### src/rtl/idct_pkg.sv
// Shared definitions for the IDCT multiply-accumulate output stage:
// pass-state encodings, block geometry and default datapath widths.
package idct_pkg;

    typedef enum logic [2:0] {
        ST_IDLE = 3'b000,
        ST_LOAD = 3'b001,
        ST_LO   = 3'b010,
        ST_HI0  = 3'b011,
        ST_HI1  = 3'b100
    } pass_state_e;

    localparam int COEF_PER_BLK     = 64;
    localparam int IDX_W            = $clog2(COEF_PER_BLK);
    localparam int PROD_W           = 32;

    localparam int DEF_N_TAPS       = 8;
    localparam int DEF_ACC_W        = 36;
    localparam int DEF_ROUND_SHIFT  = 12;
    localparam int DEF_OUT_W        = 16;

    // True for the pass states in which products carry real IDCT data.
    function automatic logic is_pass_state(input logic [2:0] s);
        logic ok;
        case (s)
            ST_LO, ST_HI0, ST_HI1: ok = 1'b1;
            default:               ok = 1'b0;
        endcase
        return ok;
    endfunction

endpackage

### src/rtl/idct_mac_round_sat_if.sv
// Product-in / coefficient-out handshake bundle of the MAC stage.
// master = product source plus coefficient sink, slave = MAC stage.
interface idct_mac_round_sat_if
    import idct_pkg::*;
#(
    parameter int OUT_W = DEF_OUT_W
) ();

    logic signed [PROD_W-1:0] P;
    logic [2:0]               state_in;
    logic                     prod_valid;
    logic                     prod_ready;
    logic signed [OUT_W-1:0]  out_data;
    logic                     out_valid;
    logic                     out_ready;
    logic [IDX_W-1:0]         coef_idx;
    logic                     blk_done;
    logic                     pass_err;

    modport master (
        output P, state_in, prod_valid, out_ready,
        input  prod_ready, out_data, out_valid, coef_idx, blk_done, pass_err
    );

    modport slave (
        input  P, state_in, prod_valid, out_ready,
        output prod_ready, out_data, out_valid, coef_idx, blk_done, pass_err
    );

endinterface

### src/rtl/idct_round_sat.sv
// Combinational round-half-up, arithmetic right shift and signed clamp of a
// wide accumulator value to an OUT_W-bit coefficient. Shared with the
// row/column transpose stage.
module idct_round_sat #(
    parameter int ACC_W       = 36,
    parameter int ROUND_SHIFT = 12,
    parameter int OUT_W       = 16
) (
    input  logic signed [ACC_W-1:0] acc,
    output logic signed [OUT_W-1:0] coef
);

    // One guard bit so adding the half-LSB can never wrap.
    localparam int EXT_W = ACC_W + 1;

    localparam logic signed [EXT_W-1:0] HALF_C =
        {{(EXT_W-1){1'b0}}, 1'b1} << (ROUND_SHIFT - 1);
    localparam logic signed [EXT_W-1:0] MAX_C =
        {{(EXT_W-OUT_W+1){1'b0}}, {(OUT_W-1){1'b1}}};
    localparam logic signed [EXT_W-1:0] MIN_C = ~MAX_C;

    logic signed [EXT_W-1:0] biased_s;
    logic signed [EXT_W-1:0] shifted_s;

    // Bias by half an output LSB, floor-shift, then clamp into range
    always_comb begin
        biased_s  = $signed({acc[ACC_W-1], acc}) + HALF_C;
        shifted_s = biased_s >>> ROUND_SHIFT;
        if (shifted_s > MAX_C) begin
            coef = MAX_C[OUT_W-1:0];
        end else if (shifted_s < MIN_C) begin
            coef = MIN_C[OUT_W-1:0];
        end else begin
            coef = shifted_s[OUT_W-1:0];
        end
    end

endmodule

### src/rtl/idct_mac_round_sat.sv
// IDCT dot-product stage: sums N_TAPS products from the approximate
// multiplier wrapper, rounds/shifts/saturates the sum into one coefficient,
// and hands it downstream with its position inside the 8x8 block.
module idct_mac_round_sat
    import idct_pkg::*;
#(
    parameter int N_TAPS      = DEF_N_TAPS,
    parameter int ACC_W       = DEF_ACC_W,
    parameter int ROUND_SHIFT = DEF_ROUND_SHIFT,
    parameter int OUT_W       = DEF_OUT_W
) (
    input  logic                 clk,
    input  logic                 rstP,
    idct_mac_round_sat_if.slave  bus
);

    localparam int TAP_W = $clog2(N_TAPS);
    localparam logic [TAP_W-1:0] LAST_TAP = TAP_W'(N_TAPS - 1);
    localparam logic [IDX_W-1:0] LAST_IDX = IDX_W'(COEF_PER_BLK - 1);

    logic signed [ACC_W-1:0] acc_r;
    logic [TAP_W-1:0]        tap_cnt_r;
    logic [2:0]              first_state_r;
    logic signed [OUT_W-1:0] out_data_r;
    logic                    out_valid_r;
    logic [IDX_W-1:0]        coef_idx_r;
    logic                    blk_done_r;
    logic                    pass_err_r;

    logic                    prod_ready_s;
    logic                    idle_s;
    logic                    accept_s;
    logic                    last_tap_s;
    logic                    retire_s;
    logic signed [ACC_W-1:0] p_ext_s;
    logic signed [ACC_W-1:0] sum_s;
    logic signed [OUT_W-1:0] coef_s;

    // Handshake qualification and the running sum including this product
    always_comb begin
        prod_ready_s = ~out_valid_r | bus.out_ready;
        idle_s       = (bus.state_in == ST_IDLE);
        accept_s     = bus.prod_valid & prod_ready_s & is_pass_state(bus.state_in);
        last_tap_s   = accept_s & (tap_cnt_r == LAST_TAP);
        retire_s     = out_valid_r & bus.out_ready;
        p_ext_s      = {{(ACC_W-PROD_W){bus.P[PROD_W-1]}}, bus.P};
        sum_s        = acc_r + p_ext_s;
    end

    idct_round_sat #(
        .ACC_W       (ACC_W),
        .ROUND_SHIFT (ROUND_SHIFT),
        .OUT_W       (OUT_W)
    ) u_round_sat (
        .acc  (sum_s),
        .coef (coef_s)
    );

    // Partial-sum accumulation; idle state aborts any sum in progress
    always_ff @(posedge clk) begin
        if (rstP) begin
            acc_r     <= '0;
            tap_cnt_r <= '0;
        end else if (idle_s) begin
            acc_r     <= '0;
            tap_cnt_r <= '0;
        end else if (last_tap_s) begin
            acc_r     <= '0;
            tap_cnt_r <= '0;
        end else if (accept_s) begin
            acc_r     <= sum_s;
            tap_cnt_r <= tap_cnt_r + TAP_W'(1);
        end else begin
            acc_r     <= acc_r;
            tap_cnt_r <= tap_cnt_r;
        end
    end

    // Output register, coefficient position and end-of-block pulse
    always_ff @(posedge clk) begin
        if (rstP) begin
            out_data_r  <= '0;
            out_valid_r <= 1'b0;
            coef_idx_r  <= '0;
            blk_done_r  <= 1'b0;
        end else begin
            blk_done_r <= retire_s & (coef_idx_r == LAST_IDX);
            if (retire_s) begin
                coef_idx_r <= coef_idx_r + IDX_W'(1);
            end else begin
                coef_idx_r <= coef_idx_r;
            end
            if (last_tap_s) begin
                out_data_r  <= coef_s;
                out_valid_r <= 1'b1;
            end else if (retire_s) begin
                out_data_r  <= out_data_r;
                out_valid_r <= 1'b0;
            end else begin
                out_data_r  <= out_data_r;
                out_valid_r <= out_valid_r;
            end
        end
    end

    // Remember the pass state of the first tap; flag a change mid-sum
    always_ff @(posedge clk) begin
        if (rstP) begin
            first_state_r <= ST_IDLE;
            pass_err_r    <= 1'b0;
        end else if (accept_s) begin
            if (tap_cnt_r == '0) begin
                first_state_r <= bus.state_in;
                pass_err_r    <= pass_err_r;
            end else begin
                first_state_r <= first_state_r;
                pass_err_r    <= pass_err_r | (bus.state_in != first_state_r);
            end
        end else begin
            first_state_r <= first_state_r;
            pass_err_r    <= pass_err_r;
        end
    end

    assign bus.prod_ready = prod_ready_s;
    assign bus.out_data   = out_data_r;
    assign bus.out_valid  = out_valid_r;
    assign bus.coef_idx   = coef_idx_r;
    assign bus.blk_done   = blk_done_r;
    assign bus.pass_err   = pass_err_r;

endmodule
### src/flat_wrapper.sv
// flat-port wrapper written by rule: the top's interface ports become plain ports
module idct_mac_round_sat_flat import idct_pkg::*;
#(
    parameter int N_TAPS      = DEF_N_TAPS,
    parameter int ACC_W       = DEF_ACC_W,
    parameter int ROUND_SHIFT = DEF_ROUND_SHIFT,
    parameter int OUT_W       = DEF_OUT_W
)
  (clk, rstP, bus_P, bus_state_in, bus_prod_valid, bus_out_ready, bus_prod_ready, bus_out_data, bus_out_valid, bus_coef_idx, bus_blk_done, bus_pass_err);
  idct_mac_round_sat_if #(.OUT_W(OUT_W)) bus_i ();
  input  logic clk;
  input  logic rstP;
  input wire logic [$bits(bus_i.P)-1:0] bus_P;
  input wire logic [$bits(bus_i.state_in)-1:0] bus_state_in;
  input wire logic [$bits(bus_i.prod_valid)-1:0] bus_prod_valid;
  input wire logic [$bits(bus_i.out_ready)-1:0] bus_out_ready;
  output wire logic [$bits(bus_i.prod_ready)-1:0] bus_prod_ready;
  output wire logic [$bits(bus_i.out_data)-1:0] bus_out_data;
  output wire logic [$bits(bus_i.out_valid)-1:0] bus_out_valid;
  output wire logic [$bits(bus_i.coef_idx)-1:0] bus_coef_idx;
  output wire logic [$bits(bus_i.blk_done)-1:0] bus_blk_done;
  output wire logic [$bits(bus_i.pass_err)-1:0] bus_pass_err;
  assign bus_i.P = bus_P;
  assign bus_i.state_in = bus_state_in;
  assign bus_i.prod_valid = bus_prod_valid;
  assign bus_i.out_ready = bus_out_ready;
  assign bus_prod_ready = bus_i.prod_ready;
  assign bus_out_data = bus_i.out_data;
  assign bus_out_valid = bus_i.out_valid;
  assign bus_coef_idx = bus_i.coef_idx;
  assign bus_blk_done = bus_i.blk_done;
  assign bus_pass_err = bus_i.pass_err;
  idct_mac_round_sat #(.N_TAPS(N_TAPS), .ACC_W(ACC_W), .ROUND_SHIFT(ROUND_SHIFT), .OUT_W(OUT_W)) u_core (.clk(clk), .rstP(rstP), .bus(bus_i));
endmodule
### config.mk
export PLATFORM = sky130hd
export DESIGN_NAME = idct_mac_round_sat_flat
export DESIGN_NICKNAME = d
export VERILOG_FILES = /design/src/rtl/idct_pkg.sv /design/src/rtl/idct_mac_round_sat_if.sv /design/src/rtl/idct_round_sat.sv /design/src/rtl/idct_mac_round_sat.sv /design/src/flat_wrapper.sv
export SDC_FILE = /design/constraint.sdc
export NUM_CORES = 1
export LEC_CHECK = 0
export CORE_MARGIN = 3
export CORE_UTILIZATION = 50
export DETAILED_ROUTE_END_ITERATION = 7
export GPL_TIMING_DRIVEN = 1
export PLACE_DENSITY = 0.72
export SLEW_MARGIN = 40
export SYNTH_ARGS = -nofsm -noshare
export SYNTH_HDL_FRONTEND = slang
export SYNTH_SLANG_ARGS = --single-unit
### constraint.sdc
create_clock -name clk -period 5.2 [get_ports clk]
set_input_delay 1.04 -clock clk [delete_from_list [all_inputs] [get_ports clk]]
set_output_delay 1.04 -clock clk [all_outputs]
set_load 0.02 [all_outputs]
==> results of run 1 <==
[cells in the mapped netlist, types with 12 or more instances]
cell type  instances
nand2_1          118
a21oi_1           78
nor2_1            73
dfxtp_1           67
ha_1              40
xnor2_1           26
clkbuf_1          25
nor3_1            20
nand4_1           19
xor2_1            18
inv_1             15
nand3_1           15
a211oi_2          13
o21ai_0           13
a211oi_1          12
[layout make-up]
| type | count | area, sq um | share of cell area (%) |
|---|---|---|---|
| Clock buffer | 10 | 229 | 3.12 |
| Clock inverter | 6 | 66.3 | 0.903 |
| Inverter | 15 | 56.3 | 0.767 |
| Multi-Input combinational cell | 602 | 4200 | 57.2 |
| Sequential cell | 67 | 1340 | 18.3 |
| Tap cell | 140 | 175 | 2.39 |
| Timing Repair Buffer | 143 | 1270 | 17.3 |
[power breakdown]
part | switching (mW) | internal (mW) | total, mW | leakage, nW
clock | 0.250 | 0.371 | 0.621 | 0.135
combinational | 0.328 | 0.248 | 0.576 | 2.19
sequential | 0.0103 | 0.530 | 0.541 | 0.543
total | 0.588 | 1.15 | 1.74 | 2.87
[through the flow]
| step | utilization (%) | hold slack [ps] | TNS [ps] | setup slack [ps] |
|---|---|---|---|---|
| global route | 66.8 | 487 | -249 | -38.4 |
| detailed placement | 62.8 | 451 | -2460 | -185 |
| CTS | 65.5 | 459 | 0 | 151 |
| global placement | 62.8 | 442 | -2080 | -145 |
| floorplan | - | 436 | 0 | 411 |
| finish | 66.8 | 460 | 0 | 176 |
[timing repair]
action                                  in CTS  in global routing
endpoints found under the setup margin       0                 15
gates resized for setup                      0                 23
setup buffers                                0                  2
[metal layers]
metal,vias to the layer above,track usage (%),share of wire [%]
met3,37,3.50,4.3
met4,0,12.3,3.1
met2,162,46.7,49
met5,-,0,0
li1,2851,-,-
met1,2688,32.0,43
[flip-flops by register name, indices dropped and copies added, names as in the netlist]
name	flops
u_core.bus.pass_err	1
u_core.acc_r	36
u_core.bus.out_data	16
u_core.bus.blk_done	1
u_core.first_state_r	3
u_core.bus.out_valid	1
u_core.tap_cnt_r	3
u_core.bus.coef_idx	6
[worst min-delay path by stage]
stage,from,end,slack [ps],cells after the start
6_report,u_core.acc_r[18],u_core.acc_r[18],460,2
4_1_cts,u_core.acc_r[10],u_core.acc_r[10],460,2
2_1_floorplan,u_core.acc_r[10],u_core.acc_r[10],440,2
3_5_place_dp,u_core.acc_r[10],u_core.acc_r[10],450,2
5_1_grt,u_core.acc_r[15],u_core.acc_r[15],490,2
3_3_place_gp,u_core.acc_r[4],u_core.acc_r[4],440,2
[kinds of logic (layout without fill, tap and decap cells)]
family                     Yosys count  in the layout
muxes                                7              7
DFF                                 67             67
and+or+nand+nor                    306            306
AOI/OAI and AO/OA                  197            197
xor gates and xnor gates            51             51
buffers and inverters               55            174
adders and majority gates           41             41
[worst min-delay path, cell delays in order (launching register included)]
cell     delay (ps)
dfxtp_1         310
nand2_1          50
a21oi_1          50
==> impl_metrics.tcl, run 1 <==
set metrics [dict create \
    synth_ff_type "dfxtp_1" \
    cp_cell_sequence "clkdlybuf4s50_1 -> ha_2 -> inv_1 -> fa_2 -> and2b_2 -> o2111ai_4 -> a2111oi_4 -> o41a_4 -> a2111oi_2 -> and3b_2 -> nand3_2 -> or4b_4 -> o211ai_1 -> o2111ai_2 -> a221oi_4 -> clkbuf_16 -> a211oi_1" \
    cellLeakagePower_nw 2.87 \
    synth-async-reset-ratio_pct 0 \
    status "complete, no violations" \
    path_class "in2reg" \
    dp.cells 964 \
    drive_above_1_share_pct 20.4 \
    fmax_mhz 199 \
    synthTopCellsByArea "dfxtp_1 24%, ha_1 8.8%, nand2_1 7.8%" \
    grt_pass1_vias 5654 \
    tightest_slew_ps 580 \
    netlist.area_leader.share_pct 23.6 \
    required_ps 5420 \
    power_mw 1.74 \
    timing.rr.end "u_core.bus.out_data[2]" \
    yosys.area.top_type "dfxtp_1" \
    grt_use_total_pct 26.6 \
    grt_max_degree 44 \
    worstHoldPathType "reg2reg" \
    areaGrowthSynthToFinish_pct 29.3 \
    rows 38 \
    die_w_um 113 \
    nFillCells 943 \
    coreArea_sq_um 11000 \
    cp-endpoint "u_core.bus.out_data[2]" \
    ys_ff_latch 67 \
    synth_edf_count 0 \
    yosys_warnings 0 \
    initial_core_util_pct 51.7 \
    netlist_area_sq_um 5680 \
    stdcell_count 983 \
    critPathCaptureType "register" \
    wl_per_cell_um 17.2 \
    r2r_start "u_core.acc_r[0]" \
    synth_xor_area_share_pct 9.39 \
    startpoint "bus_P[0]" \
    drv_slew 0 \
    final_area_sq_um 7340 \
    dieArea_sq_um 12700 \
    synth_fp_nets 804 \
    ir_drop_mv 0.207 \
    drc_errors 0 \
    synth_area_per_cell_sq_um 7.84 \
    dp_hpwl_mm 12.7 \
    critPathBufInv 3 \
    synth_top_family_by_area "compound AO/OA/AOI/OAI gates" \
    hold_viol 0 \
    num-nets-final 918 \
    fp.dieH_um 113 \
    layout_commonest_cell "nand2_1" \
    gp_routability_congestion 0.932 \
    portBuffers 64 \
    drt_wl_total_mm 16.9 \
    netlist_instances 724 \
    synth_compound_area_share_pct 26.2 \
    synth-simple-area-share_pct 26.1 \
    fin_skew_ps 8.80 \
    max_slew_margin_pct 61.0 \
    clk_pin_slew_ps 60 \
    cpLargestDelayFamily "compound AO/OA/AOI/OAI gates" \
    fin_crit_sh_pct 96.6 \
    setup_viol 0 \
    num_antenna_cells 0 \
    grt_pass1_wl_mm 27.3 \
    route.vias.total 5738 \
    cts-hold-fix-buffers 0 \
    synthAdderAreaFrac_pct 9.17 \
    rrSetupSlack_ps 990 \
    synth_cell_type_count 86 \
    ant_nets 0 \
    synthMuxAreaShare_pct 1.28 \
    arrival_ps 5240 \
    dr.pass1.iters 5 \
    numCtsBuffers 9 \
    critPathLaunchType "input pin" \
    antenna_found_initial 0 \
    clk_path_buf_depth 2 \
    final_cell_mix "118 x nand2_1, 77 x a21oi_1, 75 x buf_4" \
    cp_max_fo 7 \
    overflow 0 \
    rr_worst_depth 16 \
    root_buffer "clkbuf_16" \
    crit_path_max_incr_delay_ps 560 \
    routed_via_density 5.84 \
    cts_tree "yes" \
    cts_max_level 3 \
    powerDensity_nw_per_um2 237 \
    cts_sinks 67 \
    placed_cell_area_sq_um 6900 \
    ios 65 \
    drt_iter0_markers 329 \
    period_needed_ps 5020 \
    ys_seq_area_share_pct 23.6 \
    maxCapViolCount 0 \
    clock_latency_ps 350 \
    critPathSlowestCell "or4b_4" \
    critical_path_depth 17 \
]
Power figures use the tool's default switching activity.
==> run 2, diff against run 1 <==
- PLACE_DENSITY: 0.72 -> 0.79
==> impl_metrics.tcl, run 2 (synthesis results as in run 1) <==
set metrics [dict create \
    status "complete, no violations" \
    dieArea_sq_um 12700 \
    rows 38 \
    powerDensity_nw_per_um2 239 \
    dr.pass1.iters 5 \
    arrival_ps 5280 \
    wl_per_cell_um 17.3 \
    antenna_found_initial 0 \
    drt_iter0_markers 410 \
    drv_slew 0 \
    drc_errors 0 \
    met2WireLength_mm 8.38 \
    max_slew_margin_pct 57.9 \
    stdcell_count 987 \
    met3WireLength_um 930 \
    clk_pin_slew_ps 60 \
    fin_crit_sh_pct 97.2 \
    critPathCaptureType "register" \
    fp.dieH_um 113 \
    fmax_mhz 198 \
    root_buffer "clkbuf_16" \
    numCtsBuffers 9 \
    areaGrowthSynthToFinish_pct 29.9 \
    hold_viol 0 \
    tightest_slew_ps 632 \
    routed_via_density 5.97 \
    cts_sinks 67 \
    required_ps 5420 \
    cts_max_level 3 \
    placed_cell_area_sq_um 6920 \
    setup_viol 0 \
    maxCapViolCount 0 \
    layout_commonest_cell "nand2_1" \
    initial_core_util_pct 51.7 \
    portBuffers 64 \
    path_class "in2reg" \
    drt_wl_total_mm 17.1 \
    clock_latency_ps 350 \
    clk_path_buf_depth 2 \
    ios 65 \
    largest_register "u_core.acc_r" \
    route.vias.total 5891 \
    grt_pass1_vias 5776 \
    overflow 0 \
    die_w_um 113 \
    top_layer_used "met4" \
    grt_pass1_wl_mm 27.4 \
    met1_length_mm 7.07 \
    grt_use_total_pct 26.7 \
    ant_nets 0 \
    dp.cells 965 \
    ir_drop_mv 0.150 \
    final_area_sq_um 7370 \
    cellLeakagePower_nw 2.89 \
    cp_max_fo 15 \
    fin_skew_ps 6.61 \
    cts_tree "yes" \
    rrSetupSlack_ps 970 \
    drive_above_1_share_pct 20.5 \
    num_antenna_cells 0 \
    num-nets-final 922 \
    gp_routability_congestion 0.944 \
    nFillCells 933 \
    final_cell_mix "118 x nand2_1, 80 x buf_4, 77 x a21oi_1" \
    dp_hpwl_mm 13.0 \
    grt_max_degree 44 \
    worstHoldPathType "reg2reg" \
    critPathLaunchType "input pin" \
    largest_register_ffs 36 \
    coreArea_sq_um 11000 \
    period_needed_ps 5050 \
]
[run 2: where the power goes]
group	switching, mW	internal, mW	leakage [nW]	total, mW
clock network	0.255	0.374	0.146	0.629
logic	0.335	0.257	2.20	0.592
registers	0.0104	0.530	0.543	0.541
[run 2: timing repair]
item                       4_1_cts  5_1_grt
setup endpoints to repair        0       15
hold endpoints to repair         0        0
hold buffers                     0        0
gates resized for setup          0       18
buffers inserted                 0        5
[run 2: final timing paths]
path | depth (start not counted) | start | to
worst min-delay path | 2 | u_core.acc_r[8] | u_core.acc_r[8]
worst max-delay path | 19 | bus_P[0] | u_core.bus.out_data[1]
worst max register to register | 18 | u_core.acc_r[0] | u_core.bus.out_data[1]
worst min register to register | 2 | u_core.acc_r[8] | u_core.acc_r[8]
[run 2: metal layers]
layer  GRT usage (%)  vias up
li1                -     2864
met1            31.4     2772
met2            46.4      199
met3            4.04       56
met4            14.3        0
met5               0        -
[run 2: worst max-delay path, cell delays in order]
cell and delay [ps]:
clkdlybuf4s50_1 470, ha_2 180, inv_1 50, fa_1 370, and2b_2 260, o2111ai_4 150, a2111oi_4 320, buf_4 190
or2_4 150, xor2_4 160, and4_1 220, nand3_1 260, buf_4 240, nor4_1 370, a41o_1 170, o21ai_2 70
a221oi_4 340, buf_12 190, a211oi_1 80
[run 2: stage by stage]
step	util (%)	power (mW)	hold WS (ps)	setup TNS (ps)	worst slack [ps]
CTS	65.7	1.74	460	0	121
floorplan	-	0.904	436	0	411
global route	67.1	1.84	479	-858	-67.9
finish	67.1	1.76	454	0	147
global placement	63.0	1.10	442	-1800	-126
detailed placement	63.0	1.11	452	-3220	-229
[run 2: final cells by class]
cell class	instances	area [sq um]	share of cell area (%)
clock inverters	7	77.6	1.05
well taps	140	175	2.38
flip-flops and latches	67	1340	18.2
inverters	15	56.3	0.764
repair buffers	147	1310	17.7
clock buffers	9	225	3.06
multi-input cells	602	4190	56.8
==> run 3, diff against run 2 <==
==> constraint.sdc (replaced) <==
create_clock -name clk -period 5.2 [get_ports clk]
set_input_delay 0.52 -clock clk [delete_from_list [all_inputs] [get_ports clk]]
set_output_delay 0.52 -clock clk [all_outputs]
set_load 0.02 [all_outputs]
==> impl_metrics.tcl, run 3 (synthesis results as in run 1) <==
set metrics [dict create \
    fin_crit_sh_pct 92.6 \
    dieArea_sq_um 12700 \
    cts_tree "yes" \
    route.vias.total 5514 \
    nFillCells 977 \
    drt_wl_total_mm 15.6 \
    grt_pass1_vias 5434 \
    drc_errors 0 \
    fin_skew_ps 5.56 \
    maxCapViolCount 0 \
    rsz0062_at_grt "no" \
    required_ps 5420 \
    setup_viol 0 \
    cpLargestDelayFamily "compound AO/OA/AOI/OAI gates" \
    cts_sinks 67 \
    die_w_um 113 \
    tightest_slew_ps 720 \
    overflow 0 \
    clk_pin_slew_ps 60 \
    fin_ws_ps 382 \
    period_needed_ps 4820 \
    path_class "in2reg" \
    clk_path_buf_depth 2 \
    rows 38 \
    largest_register "u_core.acc_r" \
    dp_hpwl_mm 12.0 \
    dr.pass1.iters 5 \
    grt_pass1_wl_mm 26.1 \
    fp.dieH_um 113 \
    max_slew_margin_pct 51.8 \
    root_buffer "clkbuf_16" \
    gp_routability_congestion 0.904 \
    finalSetupTns_ps 0 \
    grt_use_total_pct 25.0 \
    worstHoldPathType "reg2reg" \
    routed_via_density 5.98 \
    num-nets-final 857 \
    arrival_ps 5030 \
    critPathSlowestCell "a2111oi_4" \
    wl_per_cell_um 16.9 \
    fmax_mhz 208 \
    largest_register_ffs 36 \
    post_cts_buffers 0 \
    final_cell_mix "118 x nand2_1, 78 x a21oi_1, 73 x nor2_1" \
    layout_commonest_cell "nand2_1" \
    clock_latency_ps 350 \
    ios 65 \
    powerDensity_nw_per_um2 241 \
    cts-hold-fix-buffers 0 \
    ant_nets 0 \
    drt_iter0_markers 367 \
    critPathBufInv 3 \
    grt_max_degree 45 \
    drive_above_1_share_pct 11.9 \
    drv_slew 0 \
    critPathCaptureType "register" \
    coreArea_sq_um 11000 \
    preCtsSetupSlack_ps 80.6 \
    initial_core_util_pct 51.7 \
    hold_slack_ps 456 \
    cts_max_level 3 \
    cts_resized 0 \
    antenna_found_initial 0 \
    cp_max_fo 15 \
    hold_viol 0 \
    crit_path_max_incr_delay_ps 550 \
    num_antenna_cells 0 \
    critPathLaunchType "input pin" \
    ir_drop_mv 0.180 \
    portBuffers 64 \
    cp_cell_sequence "clkdlybuf4s50_1 -> ha_1 -> inv_1 -> fa_1 -> and2b_1 -> o2111ai_2 -> a2111oi_4 -> or2_4 -> a21oi_1 -> xnor2_4 -> nand3_1 -> or3b_1 -> o211ai_1 -> o2111ai_1 -> a221oi_4 -> buf_12 -> a211oi_1" \
    numCtsBuffers 9 \
    areaGrowthSynthToFinish_pct 19.0 \
    cellLeakagePower_nw 2.55 \
    status "complete, no violations" \
]
-- run 3: tightest hold or removal path, stage by stage (launching register included) --
cell	delay (ps)
dfxtp_1	310
nand2_1	50
a21oi_1	50
-- run 3: path summary, 6_finish.rpt --
check	from	to	slack, ps	depth (start not counted)
worst min register to register	u_core.acc_r[8]	u_core.acc_r[8]	460	2
worst max-delay path	bus_P[0]	u_core.bus.out_data[1]	380	17
worst min-delay path	u_core.acc_r[8]	u_core.acc_r[8]	460	2
worst max register to register	u_core.acc_r[0]	u_core.bus.out_data[1]	690	16
-- run 3: final cells by class --
type / count / area (sq um) / share of cell area, %
clock buffer: 9 / 225 / 3.34
sequential: 67 / 1340 / 19.9
tap: 140 / 175 / 2.59
clock inverter: 7 / 53.8 / 0.797
inverter: 15 / 56.3 / 0.834
timing repair buffer: 82 / 801 / 11.9
multi-input combinational: 602 / 4100 / 60.7
-- run 3: per-layer routing --
layer | GRT usage [%] | vias up | wire length, um
met1 | 31.1 | 2570 | 6830
met3 | 3.83 | 46 | 705
li1 | - | 2728 | -
met2 | 42.1 | 170 | 7490
met5 | 0 | - | 0
met4 | 11.9 | 0 | 595
-- run 3: where the power goes --
group | internal [mW] | leakage [nW] | total (mW) | switching, mW
combinational | 0.201 | 1.86 | 0.509 | 0.308
clock | 0.326 | 0.140 | 0.577 | 0.252
sequential | 0.530 | 0.543 | 0.540 | 0.00971
-- run 3: through the flow --
step / utilization (%) / instance area (sq um) / power, mW / instances
5_1_grt: 61.5 / 6750 / 1.70 / 922
4_1_cts: 61.5 / 6750 / 1.63 / 922
3_5_place_dp: 58.9 / 6470 / 1.05 / 906
2_1_floorplan: - / 5680 / 0.904 / 724
6_report: 61.5 / 6750 / 1.63 / 922
3_3_place_gp: 58.9 / 6470 / 1.04 / 906
==> variant 1, RTL diff (settings of run 1) <==
`DEF_OUT_W`: 16 -> 20.
--- a/src/rtl/idct_pkg.sv
+++ b/src/rtl/idct_pkg.sv
@@ -19,3 +19,3 @@
     localparam int DEF_ROUND_SHIFT  = 12;
-    localparam int DEF_OUT_W        = 16;
+    localparam int DEF_OUT_W        = 20;
 
Ports: changed (resized bus_out_data); port bits go from 65 to 69. The function was not compared with the original's and may differ.
==> variant 1 against run 1 <==
Maximum frequency grew 2.6%. Sequential cell count grew 4. Total power shrank 14%. Routed wire length shrank 6.6%. Clock skew grew 0.0020 ns. Synthesized area shrank 4.2%. Via count shrank 3.4%. Global-route usage grew 0.27 points. Sequential share of layout area grew 3.2 points. Setup slack gained 0.13 ns. Design area shrank 9.9%. Die area shrank 4.0%. Critical path type unchanged.
==> variant 1: results (changes against run 1) <==
stage,metric,value,unit,change
timing,max_slew_margin,53.0,%,was 61.0%
worst_hold_path,hold_end,u_core.acc_r[10],,was u_core.acc_r[18]
power,pg_comb,0.000469,W,was 0.000576 W
power,sequentialPowerShare,38.0,%,was 31.1%
finish,drive_gt1_share,9.61,%,was 20.4%
routing,wl_met1,7160,um,was 7300 um
routing,drt-initial-drc-count,513,,was 329
clock_tree,cts_root_buf,clkbuf_8,,was clkbuf_16
routing,route.met3.wl,596,um,was 724 um
logic_synthesis,ys_seq_area_share,26.2,%,was 23.6%
global_routing,track_usage,26.8,%,was 26.6%
clock_tree,clkTransAtPathRegs,0.08,ns,was 0.06 ns
placed_design,dp.final_hpwl,12200,um,was 12700 um
global_routing,grt_pass1_wl,25300,um,was 27300 um
logic_synthesis,yosysUniqueCellTypes,76,,was 86
placed_design,place_congestion,0.967,,was 0.932
logic_synthesis,synth_compound_gate_area_share,25.3,%,was 26.2%
critical_path,worstPathMaxFanout,19,,was 7
placed_design,place_ws,-0.0868,ns,was -0.185 ns
timing,fin_skew,0.0108,ns,was 0.00880 ns
critical_path,crit_end,u_core.bus.out_data[7],,was u_core.bus.out_data[2]
finish,num-nets-final,876,,was 918
critical_path,r2r_cells,13,,was 16
global_routing,grt_use_met2,45.9,%,was 46.7%
critical_path,rrSetupSlack,1.09,ns,was 0.99 ns
global_routing,grt.met1_usage,34.5,%,was 32.0%
global_routing,grt_max_degree,48,,was 44
routing,dr_wl_met2,7610,um,was 8380 um
logic_synthesis,synth_mux_area_share,1.31,%,was 1.28%
placed_design,io_buffers,68,,was 64
global_routing,first_global_vias,5166,,was 5654
routing,viasPerCell,5.91,,was 5.84
power,switching_share,34.0,%,was 33.9%
outcome,status,completed,,unchanged
logic_synthesis,synthTopCellsByCount,"nand2_1, nor2_1, a21oi_1",,"was nand2_1, a21oi_1, nor2_1"
global_routing,use_met3,3.09,%,was 3.50%
-- variant 1: area by class of cell --
class,count,area share (%)
clock buffer,11,2.14
clock inverter,5,0.851
inverter,11,0.624
multi-input combinational,600,58.1
sequential,71,21.5
tap,136,2.57
timing repair buffer,103,14.3
-- variant 1: worst max-delay path, cell delays in order --
cell and delay, ns:
clkdlybuf4s50_1 0.40, ha_1 0.23, fa_1 0.41, a21o_1 0.19
a221o_1 0.39, a21o_1 0.24, a311oi_2 0.32, nand4b_2 0.18
and4bb_4 0.41, and3b_1 0.20, and4_1 0.23, mux2i_1 0.11
o22ai_4 0.56, a211oi_1 0.18
-- variant 1: stage by stage --
step	utilization, %	instances	hold slack [ns]	setup TNS [ns]
after floorplan	-	718	0.436	0
after global placement	61.1	921	0.443	0
after detailed placement	61.1	921	0.453	-0.798
after CTS	63.0	937	0.463	0
after global routing	63.2	937	0.484	0
final	63.2	937	0.460	0
==> variant 2, RTL diff (settings of run 1) <==
Without the edit above. Reset style: asynchronous (`rstP`), changed in 3 clocked blocks.
--- a/src/rtl/idct_mac_round_sat.sv
+++ b/src/rtl/idct_mac_round_sat.sv
@@ -59,3 +59,3 @@
     // Partial-sum accumulation; idle state aborts any sum in progress
-    always_ff @(posedge clk) begin
+    always_ff @(posedge clk or posedge rstP) begin
         if (rstP) begin
@@ -79,3 +79,3 @@
     // Output register, coefficient position and end-of-block pulse
-    always_ff @(posedge clk) begin
+    always_ff @(posedge clk or posedge rstP) begin
         if (rstP) begin
@@ -106,3 +106,3 @@
     // Remember the pass state of the first tap; flag a change mid-sum
-    always_ff @(posedge clk) begin
+    always_ff @(posedge clk or posedge rstP) begin
         if (rstP) begin
Function: differs if rstP is asserted again (counterexample within 4 cycles, from zero or initial values and one cycle with rstP high); with rstP held inactive, the same outputs for 4 cycles.
==> variant 2 against run 1 <==
Setup slack improved by 0.14 ns. Design area rose by 0.44%. Non-clock buffer count fell by 25. Count of clock-buffer cells in the layout fell by 1. Critical path depth fell by 2. Register-to-register slack improved by 0.04 ns. Routed wire length rose by 7.8%. Synthesized area rose by 4.6%. Sequential cell count did not move. Sequential share of layout area rose by 4.5 points. Maximum frequency rose by 3.0%. Via count rose by 0.47%.
Power is not compared: it rests on default switching activity, and its combinational part moved more than twofold at a synthesized area within 25%.
==> variant 2: results (changes against run 1) <==
stage,metric,value,unit,change
global_routing,grt.met1_usage,41.1,%,was 32.0%
worst_hold_path,hp-class,register to register,,unchanged
clock_tree,htree_levels,3,,unchanged
finish,largest_register,u_core.acc_r,,unchanged
routing,vias,5765,,was 5738
routing,post_drt_wl_per_cell,19.3,um,was 17.2 um
outcome,status,completed,,unchanged
power,leakage,3.14,nW,
global_routing,grt_pass1_wl,29700,um,was 27300 um
logic_synthesis,synth_mux_area_share,1.98,%,was 1.28%
finish,num-nets-final,876,,was 918
finish,drive_gt1_share,16.1,%,was 20.4%
timing,fmax,205,MHz,was 199 MHz
critical_path,slowest_delay,0.54,ns,was 0.56 ns
logic_synthesis,synthTopCellsByCount,"nand2_1, dfrtp_1, nor2_1",,"was nand2_1, a21oi_1, nor2_1"
placed_design,placed_area,0.00705,mm^2,was 0.00690 mm^2
logic_synthesis,synth.net_count,778,,was 804
placed_design,place_ws,-0.0119,ns,was -0.185 ns
global_routing,grt_max_degree,39,,was 44
routing,drt-initial-drc-count,454,,was 329
placed_design,place_congestion,0.929,,was 0.932
logic_synthesis,synthAdderAreaFrac,8.77,%,was 9.17%
critical_path,critPathArrivalTime,5.15,ns,was 5.24 ns
logic_synthesis,yosysUniqueCellTypes,82,,was 86
critical_path,worstPathMaxFanout,8,,was 7
finish,design_area,0.00737,mm^2,was 0.00734 mm^2
logic_synthesis,netlist_top_cells_area,"dfrtp_1, ha_1, nand2_1",,"was dfxtp_1, ha_1, nand2_1"
clock_tree,numCtsBuffers,9,,unchanged
routing,routed_wl,18300,um,was 16900 um
logic_synthesis,syn-instance-count,698,,was 724
global_routing,track_usage,28.9,%,was 26.6%
timing,max_slew_margin,47.2,%,was 61.0%
logic_synthesis,synth_xor_area_share,7.46,%,was 9.39%
global_routing,first_global_vias,5693,,was 5654
logic_synthesis,ys_async_sr_fraction,100,%,was 0%
logic_synthesis,synth_compound_gate_area_share,28.3,%,was 26.2%
logic_synthesis,synthFlopType,dfrtp_1,,was dfxtp_1
timing,fin_skew,0.00889,ns,was 0.00880 ns
power,vdd_drop_max,0.299,mV,
critical_path,cp_slowest_cell,ha_1,,was or4b_4
placed_design,dp.final_hpwl,14500,um,was 12700 um
logic_synthesis,ys_seq_area_share,28.3,%,was 23.6%
finish,fillers,973,,was 943
placed_design,dp_cells,928,,was 964
global_routing,use_met3,4.32,%,was 3.50%
global_routing,grt_use_met2,46.1,%,was 46.7%
-- variant 2: changes by cell type after synthesis, moves of 9 or more --
| cell | change |
|---|---|
| dfxtp_1 | -67 |
| o21ai_0 | +35 |
| a21oi_1 | -32 |
| dfrtp_1 | +67 |
| nand2_1 | -28 |
| nor2_1 | -15 |
| a22o_1 | +20 |
| clkbuf_1 | -9 |
| a211oi_2 | -9 |
| a21oi_2 | +10 |
-- variant 2: worst paths after layout --
| kind | from | end | slack, ns | cells after the start |
|---|---|---|---|---|
| max in group asynchronous | rstP | u_core.acc_r[25] | 3.27 | 3 |
| setup / recovery | bus_P[28] | u_core.bus.out_data[9] | 0.32 | 15 |
| hold reg to reg | u_core.bus.pass_err | u_core.bus.pass_err | 0.46 | 1 |
| hold / removal | u_core.bus.pass_err | u_core.bus.pass_err | 0.46 | 1 |
| setup reg to reg | u_core.acc_r[28] | u_core.bus.out_data[9] | 1.03 | 14 |
| min in group asynchronous | rstP | u_core.first_state_r[0] | 1.07 | 2 |
-- variant 2: area by class of cell --
type,count,area share (%)
multi-input cells,592,55.5
flip-flops and latches,67,22.7
repair buffers,118,14.5
clock buffers,9,3.05
well taps,143,2.43
clock inverters,7,1.36
inverters,8,0.424
-- variant 2: routing by layer --
metal  wire [um]  part of all wire [%]  vias up
met2        8470                    46      162
met4         259                   1.4        0
met1        8600                    47     2782
met3         930                   5.1       17
met5           0                     0        -
li1            -                     -     2804
-- variant 2: power groups by stage --
| stage | combinational, W | clock (W) | sequential, W |
|---|---|---|---|
| after global routing | 0.00364 | 0.000712 | 0.000832 |
| after global placement | 0.00321 | 0 | 0.000808 |
| after CTS | 0.00329 | 0.000689 | 0.000810 |
| after floorplan | 0.00217 | 0 | 0.000816 |
| final | 0.00332 | 0.000679 | 0.000815 |
| after detailed placement | 0.00327 | 0 | 0.000814 |
